## src/rtl/i4001_pkg.sv

```systemverilog
// Shared constants for the i4001 ROM slice: bus-cycle phase encoding and I/O opcodes.
package i4001_pkg;

   localparam int unsigned NIB_W  = 4;
   localparam int unsigned ADDR_W = 8;

   typedef enum logic [2:0] {
      A1 = 3'd0,
      A2 = 3'd1,
      A3 = 3'd2,
      M1 = 3'd3,
      M2 = 3'd4,
      X1 = 3'd5,
      X2 = 3'd6,
      X3 = 3'd7
   } phase_t;

   localparam logic [NIB_W-1:0] OPA_WRR = 4'h2;
   localparam logic [NIB_W-1:0] OPA_RDR = 4'hA;

endpackage

```

## src/rtl/i4001_rom_phase_tracker.sv

```systemverilog
// Turns the two-phase clock enables into phase-start/latch pulses and tracks the
// current bus phase, realigning to A1 after a phase in which sync was latched.
module rom_phase_tracker
   import i4001_pkg::*;
(
   input  logic       sysclk,
   input  logic       poc,
   input  logic       clk1,
   input  logic       clk2,
   input  logic       sync,
   output logic [2:0] phase,
   output logic       phase_start,
   output logic       latch
);

   logic   clk1_q;
   logic   clk2_q;
   logic   sync_seen_q;
   phase_t phase_q;

   assign phase_start = clk1 & ~clk1_q;
   assign latch       = clk2 & ~clk2_q;
   assign phase       = phase_q;

   // A missing sync just lets the counter free-run and wrap.
   always_ff @(posedge sysclk) begin
      if (poc) begin
         clk1_q      <= 1'b0;
         clk2_q      <= 1'b0;
         sync_seen_q <= 1'b0;
         phase_q     <= X3;
      end else begin
         clk1_q <= clk1;
         clk2_q <= clk2;
         if (phase_start) begin
            phase_q     <= sync_seen_q ? A1 : phase_t'(3'(phase_q + 3'd1));
            sync_seen_q <= 1'b0;
         end else if (latch && sync) begin
            sync_seen_q <= 1'b1;
         end
      end
   end

endmodule

```

## src/rtl/i4001_rom.sv

```systemverilog
// 4001-style ROM/I/O chip: captures the fetch address, drives the ROM word in M1/M2
// when selected, and services SRC-selected WRR/RDR port accesses in X2.
module i4001_rom
   import i4001_pkg::*;
#(
   parameter logic [3:0] CHIP_ID     = 4'h0,
   parameter logic [3:0] IO_OUT_MASK = 4'hF
) (
   input  logic       sysclk,
   input  logic       poc,
   input  logic       clk1,
   input  logic       clk2,
   input  logic       sync,
   input  logic       cmrom,
   input  logic [3:0] data_in,
   output logic [3:0] data_out,
   output logic       data_oe,
   output logic [7:0] rom_addr,
   input  logic [7:0] rom_data,
   input  logic [3:0] io_in,
   output logic [3:0] io_out
);

   logic [2:0] phase;
   logic       phase_start;
   logic       latch;
   phase_t     ph;

   logic [ADDR_W-1:0] addr_q,       addr_d;
   logic              selected_q,   selected_d;
   logic              src_sel_q,    src_sel_d;
   logic              io_pending_q, io_pending_d;
   logic [NIB_W-1:0]  opa_q,        opa_d;
   logic [NIB_W-1:0]  io_out_q,     io_out_d;

   rom_phase_tracker u_phase (
      .sysclk      (sysclk),
      .poc         (poc),
      .clk1        (clk1),
      .clk2        (clk2),
      .sync        (sync),
      .phase       (phase),
      .phase_start (phase_start),
      .latch       (latch)
   );

   assign ph = phase_t'(phase);

   // Bus-latch actions, keyed on the phase the latch point falls in.
   always_comb begin
      addr_d       = addr_q;
      selected_d   = selected_q;
      src_sel_d    = src_sel_q;
      io_pending_d = io_pending_q;
      opa_d        = opa_q;
      io_out_d     = io_out_q;

      if (phase_start && ph == X2) begin
         io_pending_d = 1'b0;
      end

      if (latch) begin
         case (ph)
            A1: addr_d[3:0] = data_in;
            A2: addr_d[7:4] = data_in;
            A3: selected_d  = (data_in == CHIP_ID);
            M2: begin
               if (cmrom) begin
                  io_pending_d = 1'b1;
                  opa_d        = data_in;
               end else begin
                  io_pending_d = 1'b0;
               end
            end
            X2: begin
               // A pending I/O op owns this X2, so cmrom is not taken as SRC.
               if (io_pending_q) begin
                  if (opa_q == OPA_WRR && src_sel_q) begin
                     io_out_d = data_in & IO_OUT_MASK;
                  end
               end else if (cmrom) begin
                  src_sel_d = (data_in == CHIP_ID);
               end
            end
            default: ;
         endcase
      end
   end

   always_ff @(posedge sysclk) begin
      if (poc) begin
         addr_q       <= '0;
         selected_q   <= 1'b0;
         src_sel_q    <= 1'b0;
         io_pending_q <= 1'b0;
         opa_q        <= '0;
         io_out_q     <= '0;
      end else begin
         addr_q       <= addr_d;
         selected_q   <= selected_d;
         src_sel_q    <= src_sel_d;
         io_pending_q <= io_pending_d;
         opa_q        <= opa_d;
         io_out_q     <= io_out_d;
      end
   end

   assign rom_addr = addr_q;
   assign io_out   = io_out_q;

   // Bus drive decoded from registered phase/state so it covers each whole phase.
   always_comb begin
      data_oe  = 1'b0;
      data_out = '0;
      case (ph)
         M1: begin
            if (selected_q) begin
               data_oe  = 1'b1;
               data_out = rom_data[7:4];
            end
         end
         M2: begin
            if (selected_q) begin
               data_oe  = 1'b1;
               data_out = rom_data[3:0];
            end
         end
         X2: begin
            if (io_pending_q && opa_q == OPA_RDR && src_sel_q) begin
               data_oe  = 1'b1;
               data_out = (io_in & ~IO_OUT_MASK) | (io_out_q & IO_OUT_MASK);
            end
         end
         default: ;
      endcase
   end

endmodule

```

## config.mk

```make
export PLATFORM = sky130hd
export DESIGN_NAME = i4001_rom
export DESIGN_NICKNAME = d
export VERILOG_FILES = /design/src/rtl/i4001_pkg.sv /design/src/rtl/i4001_rom_phase_tracker.sv /design/src/rtl/i4001_rom.sv
export SDC_FILE = /design/constraint.sdc
export NUM_CORES = 1
export LEC_CHECK = 0
export ABC_AREA = 1
export CELL_PAD_IN_SITES_DETAIL_PLACEMENT = 0
export CELL_PAD_IN_SITES_GLOBAL_PLACEMENT = 1
export CORE_UTILIZATION = 34
export DETAILED_ROUTE_END_ITERATION = 8
export PLACE_DENSITY_LB_ADDON = 0.1
export RECOVER_POWER = 100
export SYNTH_ARGS = -nofsm -noshare
export SYNTH_HDL_FRONTEND = slang
export SYNTH_HIERARCHICAL = 1
export SYNTH_SLANG_ARGS = --single-unit
```

## constraint.sdc

```tcl
create_clock -name sysclk -period 3 [get_ports sysclk]
set_input_delay 0.45 -clock sysclk [delete_from_list [all_inputs] [get_ports sysclk]]
set_output_delay 0.45 -clock sysclk [all_outputs]
set_load 0.005 [all_outputs]
```

# == Word-level counts from Yosys, hierarchy flattened ==
# Cells that the tools add are included.
# totals
register_bits,25
inputBits,22
elab_cells,51
out_inout_bits,17
# op_classes
reduce_logical,15
bitwise_logic,5
add_sub_neg,1
n_eq_ne,7
muxes,12
# op_table
operator,count
two-way mux 4 bit,3
case mux 4 bit (3 select lines),1
AND reduction 4 bit,2
equality test 3 x 2 -> 1 bit (second input constant),2
equality test 3 bit (second input constant),2
two-way mux 1 bit,6
AND reduction 2 bit,3
logical AND 1 bit,5
equality test 4 x 2 -> 1 bit (second input constant),1
equality test 4 bit (second input constant),1
logical NOT 4 bit,1
OR reduction 2 bit,2
adder 3 x 1 -> 3 bit (second input constant),1
equality test 3 x 1 -> 1 bit (second input constant),1
logical NOT 3 bit,1
two-way mux 3 bit,1
inverter 1 bit,3
AND reduction 3 bit,1
bitwise AND 1 bit,2
case mux 1 bit (2 select lines),1

# == Longest topological paths before layout ==
# Gate-level depths: netlist of run 1.
# depth
ltp_word,6
depth_mapped,8
mapped_depth_nobuf,8

# == By module ==
# Netlist of run 1, hierarchy kept.
# by_module_without_submodules
mod,cells_per_inst,seq_area_each_um2,instances,area_per_inst_um2
i4001_rom,149,380.4,1,984.7
rom_phase_tracker,39,120.1,1,267.8

# == Least setup slack after synthesis of run 1 ==
# OpenSTA, ideal clock, no wires.
# synth_timing
kind,flip-flop to output port
start,"register u_phase.phase_q[0], in the netlist u_phase/phase[0]"
end,output port data_out[1]
required_time_ps,2550
arrival_time_ps,1006
path_stages_with_launch,7
n_path_buf,0
slack_ps,1544
path_cell_list,dfxtp_1 -> inv_2 -> nor3_2 -> nand2_1 -> nand2_1 -> nand2_1 -> nand2_1
# synth_between
elab_chain_cells,2
elab_cells_between_ends,4
classes_between,3 x eq/ne; 1 x mux
# synth_rtl
element,line_no,source
"start, declared",i4001_rom_phase_tracker.sv:19,phase_t phase_q;
"start signal, assigned",i4001_rom_phase_tracker.sv:36,phase_q <= sync_seen_q ? A1 : phase_t'(3'(phase_q + 3'd1));
equality test 3 bit / equality test 3 x 2 -> 1 bit (equally long branches),i4001_rom.sv:115,case (ph)
case mux 4 bit (3 select lines) (*),i4001_rom.sv:115,
"end, declared",i4001_rom.sv:16,"output logic [3:0] data_out,"
# Mark *: on every way between the ends. The rest lies on a longest branch, timed or not.

# == Final worst setup path of run 1 ==
# layout_timing
start,"register u_phase.phase_q[2], in the netlist u_phase/phase[2]"
end,output port data_out[3]
# The elaborated chain is that of the path after synthesis.

==> summary by stage, run 1 <==
Run status
The run finished with clean final reports.

Logic synthesis
The largest family of logic cells by synthesized area is simple AND/OR/NAND/NOR gates. The sequential-to-total area share from yosys stat is 0.400. The biggest area contributor in the post-synthesis netlist is sky130_fd_sc_hd__dfxtp_1. The fraction of registers with async set or reset after synthesis is 0. The fraction of the mapped netlist area in adder cells is 0.00999. Sorting the synthesized cells by area gives the leading types as sky130_fd_sc_hd__dfxtp_1 40%, sky130_fd_sc_hd__nand2_1 12%, sky130_fd_sc_hd__nor2_1 10%, sky130_fd_sc_hd__nand3_1 9.2%, sky130_fd_sc_hd__inv_1 7.2%. The prevailing post-synth register cell is sky130_fd_sc_hd__dfxtp_1. The leading cell type by number of instances after synthesis is sky130_fd_sc_hd__nand2_1.

The synthesized netlist occupies a cell area of 1250 µm². Of the total synthesized cell area, the portion taken by AND, OR, NAND and NOR gates is 0.432. In the synthesized netlist, the cells that appear most often are 40 x sky130_fd_sc_hd__nand2_1, 34 x sky130_fd_sc_hd__nor2_1, 25 x sky130_fd_sc_hd__dfxtp_1.

The post-synthesis xor/xnor area fraction is 0. Each instance of the synthesized netlist takes up on average 6.66 µm². The complex-gate fraction of the synthesized area was 0.0709. The fraction of synthesized cell area taken by the top area cell type is 0.400. The synthesized flop and latch total is 25. The number of enable-type register cells in the synthesized netlist is 0. The yosys synthesis warning count is 6. When the netlist entered floorplanning its net count stood at about 210.

The number of distinct standard cells referenced by the synthesized netlist is 19. The multiplexer area fraction after synthesis is 0. The cell count after synthesis came out at between 150 and 200.

Power and ir drop
Of the total power, registers draw 0.551. In this run the power density over the cells is approximately 380 nW/µm². The fraction of power spent switching nets is 0.256. The analysis attributes to net switching a power of 163 µW. The worst-case IR drop observed on VDD is between 0.0003 and 0.0004 V. The internal power summed over all cells is 475 µW.

Of the total power, the clock network draws 0.313. The share of total power dissipated in combinational logic is 0.136. The static power due to leakage is 0.778 nW.

Overall power consumption after layout is estimated at 638 µW.

Timing
The clock arrives with 0.00393 ns of skew. The number of endpoints failing setup at the final stage is 0. Based on the critical path, the design can be clocked at up to 391 MHz. Setup repair after global routing left no endpoint under its margin. The tightest hold margin is between 0.4 and 0.5 ns. The final count of pins violating max slew was 0. After layout, the minimum clock period comes to around 2.6 ns. Adding up every negative setup slack in the final design gives 0 ns. The remaining max-slew budget at the tightest pin is 0.703. The slew of the pin with the lowest slew margin is ~0.44 ns.

The final hold violation count is 0. The post-route fraction of the period consumed by the critical path is 0.852.

Die
For this design the top-level I/O count stands at 39. The die height is 62.7 µm. The number of placement rows is 21. The core region is 3440 µm².

The initial utilization of the core area, before any placement, comes to 0.364. The horizontal extent of the die is 62.7 µm. The total die area is between 3000 and 4000 µm².

Flow run
Across the run, the number of max-cap violations was 0.

Placed design
The HPWL after detailed placement is ~2200 µm. The count of buffers added on input and output ports is 34. The cell count after placement is 266. Routability-driven placement finished with a final weighted congestion of 0.796.

Drt
Using the TritonRoute via totals, the vias-per-cell ratio works out to 4.59. The final wirelength is 2840 µm. In the routed design, unresolved DRC markers number 0.

The via count is 1238. The first TritonRoute pass finished after 4 iterations. The violation count after the first detailed-routing iteration is 67. The average wire length per cell after detail routing is between 10 and 15 µm. The number of nets still failing antenna checks after routing is 0.

Clock network
The CTS buffer count is 3. The maximum root-to-sink buffer count is 2. The number of H-tree branching levels is 1. The clock latency reported for the late side of the worst-skew pair is 0.27 ns.

TritonCTS built the clock tree. The clock transition at the registers of the reported paths is roughly 0.080 ns. The number of buffers added for setup after CTS is 0. The tree is rooted in a sky130_fd_sc_hd__clkbuf_8. The count of hold-fix buffers inserted at cts is 0.

Post-CTS repair changed the size of 0 cells. The clock drives 25 sinks.

Global routing
Entering global routing, the biggest net connects 14 pins. Across every metal layer, demand over resource in global routing totals 0.153. The initial antenna violation count is 0. The number of global-route vias before repair is 1122.

The total overflow reported by the global router is 0. The wire length of the first global-routing pass is 4850 µm.

Setup path
The number of cells on the worst reg-to-reg path is 6. Setup slack on the worst reg-to-reg path comes out at 1.46 ns. The sort of element at the start of the critical path is a flip-flop. The reg-to-reg startpoint is u_phase/clk2_q. The critical path's slowest cell is sky130_fd_sc_hd__dlygate4sd3_1. The sort of element at the end of the critical path is an output port.

The critical register-to-register path endpoint is opa_q[1]. The worst path arrival time is 2.11 ns. The cell seen most often among critical-path stages is sky130_fd_sc_hd__nand2_1.

The delay of the slowest critical-path stage is 0.56 ns. The data required time of the critical path is between 2 and 3 ns. Together, buffers and inverters on the worst path number 1. Walking the worst path, the cells encountered are nand2_1 -> nor2_1 -> nand2_1 -> nand2_1 -> nand2_1 -> nand2_1 -> dlygate4sd3_1. The peak fanout along the critical path is 8. The critical path class is reg2out. The gate family responsible for the most delay along the worst path is simple AND/OR/NAND/NOR gates.

Finish
The fraction of layout cells with a size suffix above 1 is 0.0625. The area growth from synthesis to layout is 32.6%. The number of cells in the finished layout apart from fillers is 270. The number of inserted diodes is 0. For this run, the post-layout net count is 248.

Worst hold path
The count of cells along the worst hold path is 2. The worst hold path belongs to the class reg2reg. For hold timing, the worst endpoint is rom_addr[3].

The hold path startpoint is rom_addr[3].
-- power groups by stage --
stage	logic [mW]	registers, mW	clock network, mW
floorplan	0.0517	0.358	0
global placement	0.0899	0.360	0
detailed placement	0.0913	0.361	0
CTS	0.0916	0.353	0.205
global route	0.0985	0.353	0.218
finish	0.0869	0.351	0.200
-- placed cells by master (no fill, tap or decap), drive strengths merged, types with 5 or more instances in the layout --
cell           instances
o21ai                  7
nor2                  40
nand3                 25
nand2                 43
dfxtp                 25
a21oi                 10
dlygate4sd3           18
clkdlybuf4s50         16
inv                   27
nand4                  5
-- stage by stage --
step,instance area (µm²),worst slack (ns),util
finish,1660,0.443,0.482
global route,1660,0.291,0.482
CTS,1690,0.534,0.490
detailed placement,1640,0.846,0.477
global placement,1640,0.857,0.477
floorplan,1250,1.54,-
-- state kept, by name, summed over array words and instances, names as in the netlist --
signal	cells
u_phase/clk2_q	1
u_phase/phase	3
rom_addr	8
io_out	4
io_pending_q	1
u_phase/sync_seen_q	1
selected_q	1
src_sel_q	1
opa_q	4
u_phase/clk1_q	1
-- per-layer routing --
layer  track usage  vias to the layer above  part of all wire
li1              -                      671                 -
met5             0                        -                 0
met3        0.0438                        2             0.031
met4        0.0349                        0            0.0063
met1         0.194                      548              0.49
met2         0.254                       17              0.47
-- cell families (layout without fill, tap and decap cells) --
kind of cell / Yosys count / count (layout)
flip-flops: 25 / 25
AO/OA/AOI/OAI: 17 / 17
AND/OR/NAND/NOR: 116 / 116
buffers and inverters: 29 / 65
adder cells (fa/ha/maj): 1 / 1
-- area by class of cell --
type	count	area [µm²]
Fill cell	369	1780
Multi-Input combinational cell	134	616
Sequential cell	25	500
Timing Repair Buffer	34	340
Inverter	27	101
Tap cell	46	57.6
Clock buffer	4	45.0
-- worst max-delay path by stage --
stage | startpoint | to | cells after the start
after detailed placement | u_phase/phase[2] | data_out[3] | 7
final | u_phase/phase[2] | data_out[3] | 7
after floorplan | u_phase/phase[0] | data_out[1] | 6
after CTS | u_phase/phase[2] | data_out[3] | 7
after global placement | u_phase/phase[2] | data_out[3] | 7
after global routing | u_phase/phase[2] | data_out[3] | 7
-- worst register-to-register path: cells and delay by family (launching register included) --
family | cells | cell delay (ns)
buffers and inverters | 1 | 0.06
AND/OR/NAND/NOR | 5 | 1.07
flip-flops | 1 | 0.32
Power figures use the tool's default switching activity.
==> inputs of run 2 (changes only) <==
CORE_MARGIN = 2   (was not set)
==> run 2 against run 1 <==
Clock skew about the same. Sequential share of layout area about the same. Highest routed layer unchanged. Count of clock-buffer cells in the layout is the same. Largest power group unchanged. Design area increased by 0.15%. Largest cell class unchanged. Sequential power barely moved.
==> summary by stage, run 2 (synthesized netlist as in run 1, its figures left out) <==
Global routing
The wire length of the first global-routing pass is 5280 µm (+8.8%). The initial antenna violation count came to 0 (unchanged). The maximum number of pins on one net before global-route repair is 14 (unchanged). The total overflow reported by the global router is 0 (unchanged). The number of global-route vias before repair came to 1210 (+7.8%).

The overall global routing resource usage is 0.160 (+0.00707).

Clock network
The maximum root-to-sink buffer count came to 2 (unchanged). The count of hold-fix buffers inserted at cts is 0 (unchanged). The number of gates resized after cts is 0 (unchanged). The master cell of the clock root buffer is sky130_fd_sc_hd__clkbuf_8. The number of sinks on the clock net is 25 (unchanged). TritonCTS built the clock tree. The number of buffers added for setup after CTS is 0 (unchanged). The clock transition at the registers of the reported paths is 0.09 ns (about the same). The number of H-tree branching levels is 1 (unchanged). The CTS buffer count is 3 (unchanged). The clock latency reported for the late side of the worst-skew pair was 0.27 ns (about the same).

Placed design
The placement-stage cell area is 1640 µm² (+0.15%). The HPWL after detailed placement came to 2370 µm (+5.5%). The placer congestion estimate came to 0.794 (-0.20%). The number of port buffers was 34 (unchanged).

Setup path
The cell seen most often among critical-path stages is sky130_fd_sc_hd__nand2_1. Traced cell by cell, the critical path runs through nand2_1 -> nor2_1 -> nand2_1 -> nand2_1 -> nand2_1 -> nand2_1 -> dlygate4sd3_1. The delay of the slowest critical-path stage is 0.57 ns (about the same). The worst setup path is of the reg2out kind. The reg-to-reg startpoint is u_phase/clk2_q. The sort of element at the end of the critical path is an output port. The count of buffering cells on the critical path with inverters included is 1 (unchanged). The peak fanout along the critical path is 8 (unchanged). The critical path starts at u_phase/phase[2].

For this design, the slowest cell found on the critical path is sky130_fd_sc_hd__dlygate4sd3_1. STA classifies the critical path startpoint as a flip-flop. The worst path arrival time is 2.12 ns (about the same). The kind of cell with the highest combined delay along the critical path is simple AND/OR/NAND/NOR gates. The data required time of the critical path is 2.55 ns (about the same).

Die
The core region area is 3610 µm² (+4.8%). The die height is 64.7 µm (+3.2%). The number of top-level pins is 39 (unchanged). The effective utilization at floorplan is 0.347 (-0.0165). The number of placement rows is 22 (+4.8%).

The total die area is 4190 µm² (+6.5%). The horizontal extent of the die is 64.7 µm (+3.2%).

Timing
Setup repair after global routing left no endpoint under its margin. The final hold violation count is 0 (unchanged). The timing-limited maximum frequency came to 389 MHz (-0.45%). The post-route setup TNS is 0 ns (unchanged). The remaining max-slew budget at the tightest pin is 0.696 (-0.00648). The final setup skew is 0.00391 ns (-0.0000165 ns). The post-route minimum period is 2.57 ns (+0.0115 ns). The number of endpoints failing setup at the final stage is 0 (unchanged). The tightest hold margin is 0.466 ns (-0.00447 ns). The slew of the pin with the lowest slew margin is 0.454 ns (+0.00969 ns). The post-route fraction of the period consumed by the critical path is 0.856 (+0.00385). The final count of pins violating max slew was 0 (unchanged).

Power and ir drop
The static power due to leakage is 0.778 nW (about the same). The peak supply drop is 0.000185 V (-43%). The power density over cell area is 385 nW/µm² (+0.21%).

Flow run
The max-capacitance violation count is 0 (unchanged).

Finish
The most common cell after layout, fill and taps aside is sky130_fd_sc_hd__nand2_1. In the layout the commonest cells are 42 x sky130_fd_sc_hd__nand2_1, 35 x sky130_fd_sc_hd__nor2_1, 25 x sky130_fd_sc_hd__dfxtp_1. The area growth from synthesis to layout is 32.8%.

The number of inserted diodes was 0 (unchanged). The number of nets in the finished design is 248 (unchanged). The post-route cell area is 1660 µm² (+0.15%). The number of flip-flops under the largest register name is 8 (unchanged). The fraction of layout cells with a size suffix above 1 is 0.0625 (unchanged).

Drt
The detailed-routing iteration count for the pre-antenna-repair pass is 4 (unchanged). The violation count after the first detailed-routing iteration was 26 (-61%). The final wirelength came to 2970 µm (+4.6%). The number of nets still failing antenna checks after routing is 0 (unchanged). The average wire length per cell after detail routing is 10.9 µm (+3.8%). The number of vias per cell after detailed routing is 4.58 (about the same). The via count is 1246 (+0.65%). The residual DRC count was 0 (unchanged).

Worst hold path
The startpoint identified for the worst hold timing path is rom_addr[3]. The tightest min-delay check is of the reg2reg type.

Run status
The run finished with clean final reports.
run 2: cell counts in the layout (fill, tap and decap cells not counted):
No cell type changed its count.
run 2: final cells by class:
cell class,instances,area (µm²)
timing repair buffer,34,340
clock buffer,4,45.0
sequential,25,500
inverter,27,101
fill,390,1940
tap,48,60.1
multi-input combinational,134,616
run 2: path summary, 6_finish.rpt:
| path | end | slack [ns] | depth (start not counted) |
|---|---|---|---|
| min | rom_addr[3] | 0.47 | 2 |
| max | data_out[1] | 0.43 | 7 |
| min reg2reg | rom_addr[3] | 0.47 | 2 |
| max reg2reg | opa_q[2] | 1.47 | 7 |
run 2: report_power, final:
part / switching [mW] / internal (mW) / total [mW] / leakage [nW]
registers: 0.0116 / 0.340 / 0.352 / 0.203
logic: 0.0480 / 0.0395 / 0.0875 / 0.552
clock network: 0.106 / 0.0951 / 0.201 / 0.0228
total: 0.166 / 0.475 / 0.640 / 0.778
run 2: layer usage:
layer	GRT usage	up-vias	wire length, µm
li1	-	670	-
met1	0.202	562	1420
met2	0.280	10	1450
met3	0.0208	4	56
met4	0.0559	0	45
met5	0	-	0
run 2: stage by stage:
| step | total power [mW] | worst slack, ns | utilization | instances |
|---|---|---|---|---|
| after floorplan | 0.409 | 1.54 | - | 188 |
| after global placement | 0.450 | 0.868 | 0.456 | 268 |
| after detailed placement | 0.453 | 0.830 | 0.456 | 268 |
| after CTS | 0.653 | 0.514 | 0.468 | 272 |
| after global routing | 0.675 | 0.194 | 0.461 | 272 |
| final | 0.640 | 0.431 | 0.461 | 272 |
run 2: worst reg2reg max path, stage by stage, from the launching register on:
cell	delay [ns]
sky130_fd_sc_hd__dfxtp_1	0.32
sky130_fd_sc_hd__nor2_1	0.13
sky130_fd_sc_hd__inv_1	0.06
sky130_fd_sc_hd__nor2_1	0.36
sky130_fd_sc_hd__nand3_1	0.33
sky130_fd_sc_hd__nand2_1	0.13
sky130_fd_sc_hd__nand2_1	0.05
sky130_fd_sc_hd__nor2_1	0.09
